===== src/rtl/memory_stage_if.sv =====
// Execute-to-memory bundle: execute register, data-RAM response and
// memory-stage outputs; MEM_STAGE_FWD_EN adds the forwarding outputs.
interface memory_stage_if #(
  parameter int WAIT_CNT_W = 8
);
  logic        exe_stop;
  logic        exe_reg_en;
  logic        exe_mem_en;
  logic        exe_mem_read;
  logic [4:0]  exe_reg_waddr;
  logic [31:0] alu_result_reg;
  logic [2:0]  exe_load_type;
  logic [31:0] exe_load_rt_data;
  logic        exe_MD_complete;
  logic [63:0] exe_MD_result;
  logic        data_data_ok;
  logic [31:0] data_rdata;
  logic        mem_reg_en;
  logic [4:0]  mem_reg_waddr;
  logic [31:0] mem_reg_wdata;
  logic        mem_busy;
  logic [31:0] hi;
  logic [31:0] lo;
  logic [WAIT_CNT_W-1:0] mem_wait_cnt;
`ifdef MEM_STAGE_FWD_EN
  logic        mem_fwd_valid;
  logic [4:0]  mem_fwd_waddr;
  logic [31:0] mem_fwd_wdata;
`endif

  modport master (
`ifdef MEM_STAGE_FWD_EN
    input  mem_fwd_valid, mem_fwd_waddr,
    input  mem_fwd_wdata,
`endif
    output exe_stop, exe_reg_en, exe_mem_en,
    output exe_mem_read, exe_reg_waddr,
    output alu_result_reg, exe_load_type,
    output exe_load_rt_data,
    output exe_MD_complete, exe_MD_result,
    output data_data_ok, data_rdata,
    input  mem_reg_en, mem_reg_waddr,
    input  mem_reg_wdata, mem_busy,
    input  hi, lo, mem_wait_cnt
  );

  modport slave (
`ifdef MEM_STAGE_FWD_EN
    output mem_fwd_valid, mem_fwd_waddr,
    output mem_fwd_wdata,
`endif
    input  exe_stop, exe_reg_en, exe_mem_en,
    input  exe_mem_read, exe_reg_waddr,
    input  alu_result_reg, exe_load_type,
    input  exe_load_rt_data,
    input  exe_MD_complete, exe_MD_result,
    input  data_data_ok, data_rdata,
    output mem_reg_en, mem_reg_waddr,
    output mem_reg_wdata, mem_busy,
    output hi, lo, mem_wait_cnt
  );
endinterface


===== src/rtl/memory_stage.sv =====
// Memory stage: waits on data RAM, aligns loads, drives write-back, holds HI/LO.
// Optional MEM_STAGE_FWD_EN exposes combinational forwarding outputs.
module memory_stage #(
  parameter int WAIT_CNT_W = 8
) (
  input logic          clk,
  input logic          resetn,
  memory_stage_if.slave bus
);

  typedef enum logic [1:0] {
    IDLE      = 2'd0,
    WAIT_DATA = 2'd1,
    HELD      = 2'd2
  } state_e;

  localparam logic [2:0] LT_LW  = 3'd0;
  localparam logic [2:0] LT_LB  = 3'd1;
  localparam logic [2:0] LT_LBU = 3'd2;
  localparam logic [2:0] LT_LH  = 3'd3;
  localparam logic [2:0] LT_LHU = 3'd4;
  localparam logic [2:0] LT_LWL = 3'd5;
  localparam logic [2:0] LT_LWR = 3'd6;

  state_e      state_q, state_d;
  logic        reg_en_q, reg_en_d;
  logic [4:0]  waddr_q, waddr_d;
  logic [31:0] wdata_q, wdata_d;
  logic [31:0] hi_q, hi_d;
  logic [31:0] lo_q, lo_d;
  logic [WAIT_CNT_W-1:0] cnt_q, cnt_d;

  logic        commit;
  logic [1:0]  a;
  logic [31:0] rd;
  logic [31:0] rt;
  logic [7:0]  ld_byte;
  logic [15:0] ld_half;
  logic [31:0] ld_data;

  assign a  = bus.alu_result_reg[1:0];
  assign rd = bus.data_rdata;
  assign rt = bus.exe_load_rt_data;

  // Little-endian byte/half select and LWL/LWR merge with old rt
  always_comb begin
    ld_byte = rd[7:0];
    ld_half = a[1] ? rd[31:16] : rd[15:0];
    ld_data = rd;
    case (a)
      2'd0: ld_byte = rd[7:0];
      2'd1: ld_byte = rd[15:8];
      2'd2: ld_byte = rd[23:16];
      default: ld_byte = rd[31:24];
    endcase
    case (bus.exe_load_type)
      LT_LW:  ld_data = rd;
      LT_LB:  ld_data = {{24{ld_byte[7]}}, ld_byte};
      LT_LBU: ld_data = {24'd0, ld_byte};
      LT_LH:  ld_data = {{16{ld_half[15]}}, ld_half};
      LT_LHU: ld_data = {16'd0, ld_half};
      LT_LWL: begin
        case (a)
          2'd0: ld_data = {rd[7:0], rt[23:0]};
          2'd1: ld_data = {rd[15:0], rt[15:0]};
          2'd2: ld_data = {rd[23:0], rt[7:0]};
          default: ld_data = rd;
        endcase
      end
      LT_LWR: begin
        case (a)
          2'd0: ld_data = rd;
          2'd1: ld_data = {rt[31:24], rd[31:8]};
          2'd2: ld_data = {rt[31:16], rd[31:16]};
          default: ld_data = {rt[31:8], rd[31:24]};
        endcase
      end
      default: ld_data = rd;
    endcase
  end

  // Commit once per entry; HELD blocks re-commit while execute stalls
  always_comb begin
    commit  = (state_q != HELD)
            & (~bus.exe_mem_en | bus.data_data_ok);
    state_d = state_q;
    reg_en_d = 1'b0;
    waddr_d = waddr_q;
    wdata_d = wdata_q;
    if (commit) begin
      reg_en_d = bus.exe_reg_en
               & ~(bus.exe_mem_en & ~bus.exe_mem_read);
      waddr_d  = bus.exe_reg_waddr;
      wdata_d  = bus.exe_mem_read ? ld_data
                                  : bus.alu_result_reg;
      state_d  = bus.exe_stop ? HELD : IDLE;
    end else if (state_q == HELD) begin
      state_d = bus.exe_stop ? HELD : IDLE;
    end else begin
      state_d = WAIT_DATA;
    end
  end

  // HI/LO capture and saturating wait counter
  always_comb begin
    hi_d  = hi_q;
    lo_d  = lo_q;
    cnt_d = cnt_q;
    if (bus.exe_MD_complete) begin
      hi_d = bus.exe_MD_result[63:32];
      lo_d = bus.exe_MD_result[31:0];
    end
    if (state_q == WAIT_DATA && cnt_q != '1)
      cnt_d = cnt_q + 1'b1;
  end

  // State and output registers
  always_ff @(posedge clk or negedge resetn) begin
    if (!resetn) begin
      state_q  <= IDLE;
      reg_en_q <= 1'b0;
      waddr_q  <= 5'd0;
      wdata_q  <= 32'd0;
      hi_q     <= 32'd0;
      lo_q     <= 32'd0;
      cnt_q    <= '0;
    end else begin
      state_q  <= state_d;
      reg_en_q <= reg_en_d;
      waddr_q  <= waddr_d;
      wdata_q  <= wdata_d;
      hi_q     <= hi_d;
      lo_q     <= lo_d;
      cnt_q    <= cnt_d;
    end
  end

  assign bus.mem_reg_en    = reg_en_q;
  assign bus.mem_reg_waddr = waddr_q;
  assign bus.mem_reg_wdata = wdata_q;
  assign bus.mem_busy      = (state_q == WAIT_DATA);
  assign bus.hi            = hi_q;
  assign bus.lo            = lo_q;
  assign bus.mem_wait_cnt  = cnt_q;

`ifdef MEM_STAGE_FWD_EN
  assign bus.mem_fwd_valid = bus.exe_reg_en
    & (~bus.exe_mem_read
       | (bus.exe_mem_en & bus.data_data_ok))
    & (state_q != HELD);
  assign bus.mem_fwd_waddr = bus.exe_reg_waddr;
  assign bus.mem_fwd_wdata = wdata_d;
`endif

endmodule


===== src/flat_wrapper.sv =====
// flat-port wrapper written by rule: the top's interface ports become plain ports
module memory_stage_flat 
#(
  parameter int WAIT_CNT_W = 8
)
  (clk, resetn, bus_exe_stop, bus_exe_reg_en, bus_exe_mem_en, bus_exe_mem_read, bus_exe_reg_waddr, bus_alu_result_reg, bus_exe_load_type, bus_exe_load_rt_data, bus_exe_MD_complete, bus_exe_MD_result, bus_data_data_ok, bus_data_rdata, bus_mem_reg_en, bus_mem_reg_waddr, bus_mem_reg_wdata, bus_mem_busy, bus_hi, bus_lo, bus_mem_wait_cnt);
  memory_stage_if #(.WAIT_CNT_W(WAIT_CNT_W)) bus_i ();
  input logic clk;
  input logic resetn;
  input wire logic [$bits(bus_i.exe_stop)-1:0] bus_exe_stop;
  input wire logic [$bits(bus_i.exe_reg_en)-1:0] bus_exe_reg_en;
  input wire logic [$bits(bus_i.exe_mem_en)-1:0] bus_exe_mem_en;
  input wire logic [$bits(bus_i.exe_mem_read)-1:0] bus_exe_mem_read;
  input wire logic [$bits(bus_i.exe_reg_waddr)-1:0] bus_exe_reg_waddr;
  input wire logic [$bits(bus_i.alu_result_reg)-1:0] bus_alu_result_reg;
  input wire logic [$bits(bus_i.exe_load_type)-1:0] bus_exe_load_type;
  input wire logic [$bits(bus_i.exe_load_rt_data)-1:0] bus_exe_load_rt_data;
  input wire logic [$bits(bus_i.exe_MD_complete)-1:0] bus_exe_MD_complete;
  input wire logic [$bits(bus_i.exe_MD_result)-1:0] bus_exe_MD_result;
  input wire logic [$bits(bus_i.data_data_ok)-1:0] bus_data_data_ok;
  input wire logic [$bits(bus_i.data_rdata)-1:0] bus_data_rdata;
  output wire logic [$bits(bus_i.mem_reg_en)-1:0] bus_mem_reg_en;
  output wire logic [$bits(bus_i.mem_reg_waddr)-1:0] bus_mem_reg_waddr;
  output wire logic [$bits(bus_i.mem_reg_wdata)-1:0] bus_mem_reg_wdata;
  output wire logic [$bits(bus_i.mem_busy)-1:0] bus_mem_busy;
  output wire logic [$bits(bus_i.hi)-1:0] bus_hi;
  output wire logic [$bits(bus_i.lo)-1:0] bus_lo;
  output wire logic [$bits(bus_i.mem_wait_cnt)-1:0] bus_mem_wait_cnt;
  assign bus_i.exe_stop = bus_exe_stop;
  assign bus_i.exe_reg_en = bus_exe_reg_en;
  assign bus_i.exe_mem_en = bus_exe_mem_en;
  assign bus_i.exe_mem_read = bus_exe_mem_read;
  assign bus_i.exe_reg_waddr = bus_exe_reg_waddr;
  assign bus_i.alu_result_reg = bus_alu_result_reg;
  assign bus_i.exe_load_type = bus_exe_load_type;
  assign bus_i.exe_load_rt_data = bus_exe_load_rt_data;
  assign bus_i.exe_MD_complete = bus_exe_MD_complete;
  assign bus_i.exe_MD_result = bus_exe_MD_result;
  assign bus_i.data_data_ok = bus_data_data_ok;
  assign bus_i.data_rdata = bus_data_rdata;
  assign bus_mem_reg_en = bus_i.mem_reg_en;
  assign bus_mem_reg_waddr = bus_i.mem_reg_waddr;
  assign bus_mem_reg_wdata = bus_i.mem_reg_wdata;
  assign bus_mem_busy = bus_i.mem_busy;
  assign bus_hi = bus_i.hi;
  assign bus_lo = bus_i.lo;
  assign bus_mem_wait_cnt = bus_i.mem_wait_cnt;
  memory_stage #(.WAIT_CNT_W(WAIT_CNT_W)) u_core (.clk(clk), .resetn(resetn), .bus(bus_i));
endmodule

===== config.mk =====
export PLATFORM = sky130hd
export DESIGN_NAME = memory_stage_flat
export DESIGN_NICKNAME = d
export VERILOG_FILES = /design/src/rtl/memory_stage_if.sv /design/src/rtl/memory_stage.sv /design/src/flat_wrapper.sv
export SDC_FILE = /design/constraint.sdc
export NUM_CORES = 1
export LEC_CHECK = 0
export ABC_AREA = 0
export BUFFER_PORTS_ARGS = -buffer_cell sky130_fd_sc_hd__buf_2
export CAP_MARGIN = 10
export CORE_MARGIN = 5
export CORE_UTILIZATION = 48
export CTS_BUF_LIST = sky130_fd_sc_hd__clkbuf_16
export DETAILED_ROUTE_END_ITERATION = 10
export PLACE_DENSITY = 0.78
export SLEW_MARGIN = 30
export SYNTH_ARGS = -nofsm -noshare
export SYNTH_HDL_FRONTEND = slang
export SYNTH_SLANG_ARGS = --single-unit
export TNS_END_PERCENT = 5

===== constraint.sdc =====
create_clock -name clk -period 1.95 [get_ports clk]
set_input_delay 0.585 -clock clk [delete_from_list [all_inputs] [get_ports clk]]
set_output_delay 0.585 -clock clk [all_outputs]
set_load 0.03 [all_outputs]

### After elaboration in Yosys (flattened, before gate mapping)

Cells that the tools add are included.

| word-level totals | value |
|---|---|
| output and inout bits | 111 |
| flip-flop bits (word level) | 112 |
| bits of input ports | 176 |
| logic and storage cells | 39 |

| cells by class | value |
|---|---|
| reduce and logical (&&, ||, !) cells | 2 |
| eq/ne operators | 12 |
| $add $sub $neg | 1 |
| bitwise gates (word level) | 7 |
| multiplexer cells | 10 |

Operator list:

| cell | count |
|---|---|
| 32-bit one-hot mux with 3 select lines | 2 |
| 32-bit one-hot mux with 6 select lines | 1 |
| 32-bit 2-to-1 mux | 1 |
| 8-bit one-hot mux with 3 select lines | 1 |
| 16-bit 2-to-1 mux | 1 |
| 3-bit == test (second input constant) | 3 |
| 8-bit by 1-bit adder with 8-bit output (second input constant) | 1 |
| 8-bit != test (second input constant) | 1 |
| 3-bit by 2-bit == test with 1-bit output (second input constant) | 2 |
| 2-bit 2-to-1 mux | 3 |
| 2-bit by 1-bit == test with 1-bit output (second input constant) | 2 |
| 2-bit == test (second input constant) | 2 |
| 1-bit bitwise AND | 3 |
| 3-bit by 1-bit == test with 1-bit output (second input constant) | 1 |
| 1-bit NOT | 3 |
| 2-bit logical NOT | 1 |
| 2-bit != test (second input constant) | 1 |
| 1-bit logical AND | 1 |
| 1-bit 2-to-1 mux | 1 |
| 1-bit OR | 1 |

### Logic depth before layout (Yosys ltp)

| logic depth | value |
|---|---|
| depth after elaboration | 5 |
| depth in mapped cells | 8 |
| depth with buffers taken out | 5 |

### Worst setup path before layout

OpenSTA, ideal clock, no wires.

| path | value |
|---|---|
| path type | in2reg |
| start | input port bus_alu_result_reg[0] |
| end | register u_core.wdata_q[21] (netlist: u_core.bus.mem_reg_wdata[21]) |
| buffers on the path | 1 |
| stages on the path | 5 |
| path slack | 90 ps |
| setup time | 135 ps |
| data required time | 1,815 ps |
| arrival | 1,725 ps |
| cell sequence | buf_6 -> mux4_2 -> a22o_1 -> nor3_2 -> o31ai_2 |

| on the way | value |
|---|---|
| cells in the longest elaborated chain, start to end | 4 |
| elaborated cells on any way between the ends | 8 |
| those cells by class | eq/ne: 2; mux: 5; reduce/logical: 1 |

Ends and longest elaborated chain:

| what | RTL line | RTL |
|---|---|---|
| from (decl) | flat_wrapper.sv:15 | `input wire logic [$bits(bus_i.alu_result_reg)-1:0] bus_alu_result_reg;` |
| 2-bit == test (tied with other cells) | memory_stage.sv:50, memory_stage.sv:63, memory_stage.sv:71 |  |
| 32-bit one-hot mux with 3 select lines (tied with other cells) | memory_stage.sv:71 | `case (a)` |
| 32-bit one-hot mux with 6 select lines * | memory_stage.sv:56 | `case (bus.exe_load_type)` |
| 32-bit 2-to-1 mux * | memory_stage.sv:94 | `wdata_d = bus.exe_mem_read ? ld_data` |
| to (signal assigned) | memory_stage.sv:131 | `wdata_q <= wdata_d;` |
| to (decl) | memory_stage.sv:28 | `logic [31:0] wdata_q, wdata_d;` |

Mark *: on every way between the ends. The rest lies on a longest branch, timed or not.
A chain may end at the register's enable or synchronous reset.

### Final worst setup path

| path | value |
|---|---|
| start | register u_core.state_q[1] |
| end | output port bus_mem_busy |

| on the way | value |
|---|---|
| cells in the longest elaborated chain, start to end | 1 |

Ends and longest elaborated chain:

| what | RTL line | RTL |
|---|---|---|
| from (decl) | memory_stage.sv:25 | `state_e state_q, state_d;` |
| from (signal assigned) | memory_stage.sv:128 | `state_q <= state_d;` |
| 2-bit by 1-bit == test with 1-bit output | memory_stage.sv:141 | `assign bus.mem_busy = (state_q == WAIT_DATA);` |
| to (decl) | flat_wrapper.sv:25 | `output wire logic [$bits(bus_i.mem_busy)-1:0] bus_mem_busy;` |

Every way passes these cells.

==> reports/results.ini <==
[drt]
ant_nets=0
routed_via_density=5.706
dr.pass1.iters=5
routed_wl_um=23150
post_drt_wl_per_cell_um=20.46
drtIter0Drc=501
drc_errors=0
vias=6453

[cells_and_area]
nNetsFinal=1127
fin_util=0.6693
layout_common_cells=buf_2, dfrtp_1, mux2_2
drive_gt1_frac=0.4932
final_common_cell=buf_2
final_cells=1131
areaGrowthSynthToFinish_pct=35.46
antennaDiodeCount=0

[floorplanning]
die_y_um=127.2
fp-row-count=42
die_area_um2=16180
die_w_um=127.2
coreArea_um2=13350
initial_core_util=0.4941
ios=287

[cts]
post_cts_buffers=0
clk_pin_slew_ns=0.08
insertion_delay_ns=0.34
cts_buffers=9
cts.sinks=112
clockBufferDepth=2
htreeDepth=3
root_buffer=clkbuf_16
holdBufCountCts=0
cts_tree=built
cts_resized=0

[logic_synthesis]
netlist_area_um2=6595
synthCells=628
syn_nets=805
synthDistinctLibCells=52
synth_seq_cells=112
yosysWarnings=0
synth_edf_count=0
synth_area_per_cell_um2=10.50
yosysTopAreaCell=dfrtp_1
synth_top_flop_cell=dfrtp_1
synthTopCellsByArea=dfrtp_1, mux2_2, mux2i_1, nand2_1, a221oi_1
synth_top_area_share=0.4250
async_flop_share=1.000
yosysSeqAreaShare=0.4250

[worst_setup_path]
worstSetupPathType=reg2out
cp_data_arrival_time_ns=1.24
cp_top_family=flip-flops
path_cells=nor2b_1 -> buf_2
path_buf_inv=1
crit_path_max_fanout=5
crit_required_ns=1.36
critical-path-max-stage-delay_ns=0.38
slowest_stage=dfrtp_1
cp-start-kind=register
end_kind=output port

[global_route]
grt_max_degree=65
grtUsageTotal=0.2798
grt_pass1_vias=6372
overflow=0
grt_pass1_wl_um=35240
antenna_found_initial=2

[min_path]
hp-class=in2async

[power_and_ir_drop]
p_sw_frac=0.3682
cellLeakagePower_nw=4.350
clkPwrFrac=0.253
ir_drop_uv=490.0
pwr-share-seq=0.399
power_density_nw_per_um2=789.8
intPower_mw=4.458
p_comb_frac=0.348
switchingPower_mw=2.598

[timing]
clock.fmax_mhz=547.2
fin_crit_ns=1.827
finalSetupViolCount=0
finalHoldViolations=0
rsz0062_at_grt=false
tightest_slew_ns=0.7004
min_period_over_period=0.9371
finClkSkew_ns=0.01092
fin_tns_setup_ns=0
drv_slew=0
relSlewSlack=0.5331

[placement]
dp_hpwl_um=18840
placed_cells=1115
portBuffers=286
place_congestion=0.9744

[outcome]
status=completed

[job]
max_cap_viol_count=0

-- layout make-up --
type | count | area (um2)
clock buffer | 9 | 225.2
clock inverter | 7 | 61.31
fill | 1100 | 4414
inverter | 12 | 45.04
multi-input combinational | 457 | 3480
sequential | 112 | 2803
tap | 176 | 220.2
timing repair buffer | 358 | 2100
-- cell usage after synthesis (8+ instances only) --
library cell and number:
mux2_2 78, a22o_1 8, nand2_1 64, a221oi_1 16, clkbuf_1 23, nor2_1 31
o21ai_0 26, a22oi_1 8, inv_1 12, a31oi_1 9, dfrtp_1 112, mux2i_1 40
o21a_1 16, nor2b_1 14, o21ai_1 12, o221ai_1 15, or3_1 9, a21oi_1 27
o22ai_1 15
-- metal layers --
layer | track usage | wire (um)
met1 | 0.3498 | 8920
met2 | 0.4854 | 11650
met3 | 0.05092 | 1831
met4 | 0.1028 | 713
met5 | 0 | 27
-- final timing paths --
kind                                                   from                      endpoint  slack (ns)  cells past startpoint
max in group asynchronous                            resetn  u_core.bus.mem_reg_wdata[13]        1.23                      2
worst max-delay path                      u_core.state_q[1]                  bus_mem_busy        0.12                      2
worst max register to register   u_core.bus.mem_wait_cnt[3]    u_core.bus.mem_wait_cnt[1]        0.26                      4
worst min-delay path                                 resetn  u_core.bus.mem_reg_wdata[16]        0.20                      1
worst min register to register  u_core.bus.mem_reg_waddr[3]   u_core.bus.mem_reg_waddr[3]        0.48                      2
min in group clk                       bus_exe_reg_waddr[1]   u_core.bus.mem_reg_waddr[1]        0.45                      3
-- registers in the layout, summed over array words and instances (netlist names) --
signal                    flops
u_core.bus.mem_wait_cnt       8
u_core.bus.hi                32
u_core.bus.lo                32
u_core.state_q                2
u_core.bus.mem_reg_wdata     32
u_core.bus.mem_reg_en         1
u_core.bus.mem_reg_waddr      5
-- power by group through the flow --
stage	Clock, mW	Combinational [mW]	Sequential (mW)
after global placement	0	2.43	2.85
after detailed placement	0	2.46	2.86
after floorplan	0	0.835	3.48
final	1.78	2.45	2.82
after CTS	1.81	2.46	2.82
after global routing	1.90	2.61	2.86
-- cell families after synthesis --
| kind of cell | synth area share |
|---|---|
| AO/OA/AOI/OAI | 0.1696 |
| AND/OR/NAND/NOR | 0.1186 |
| multiplexers | 0.2297 |
| flip-flops | 0.4250 |
| buffers and inverters | 0.04857 |
| XOR/XNOR | 0.006641 |
| adder cells (fa/ha/maj) | 0.001897 |
-- through the flow --
step / instance area (um2) / total power [mW] / setup slack [ns] / hold WS [ns]
after floorplan: 6595 / 4.319 / 0.09027 / 0.2894
after global placement: 8640 / 5.281 / -0.2026 / 0.4543
after detailed placement: 8640 / 5.320 / -0.2281 / 0.4651
after CTS: 8926 / 7.096 / 0.1153 / 0.2006
after global routing: 8934 / 7.378 / 0.02923 / 0.2184
final: 8934 / 7.056 / 0.1226 / 0.1965
-- worst reg2reg max path, stage by stage, from the launching register on --
cell,delay [ns]
dfrtp_1,0.46
and4_1,0.23
and3_1,0.19
a21boi_0,0.32
mux2_2,0.38
Power figures use the tool's default switching activity.
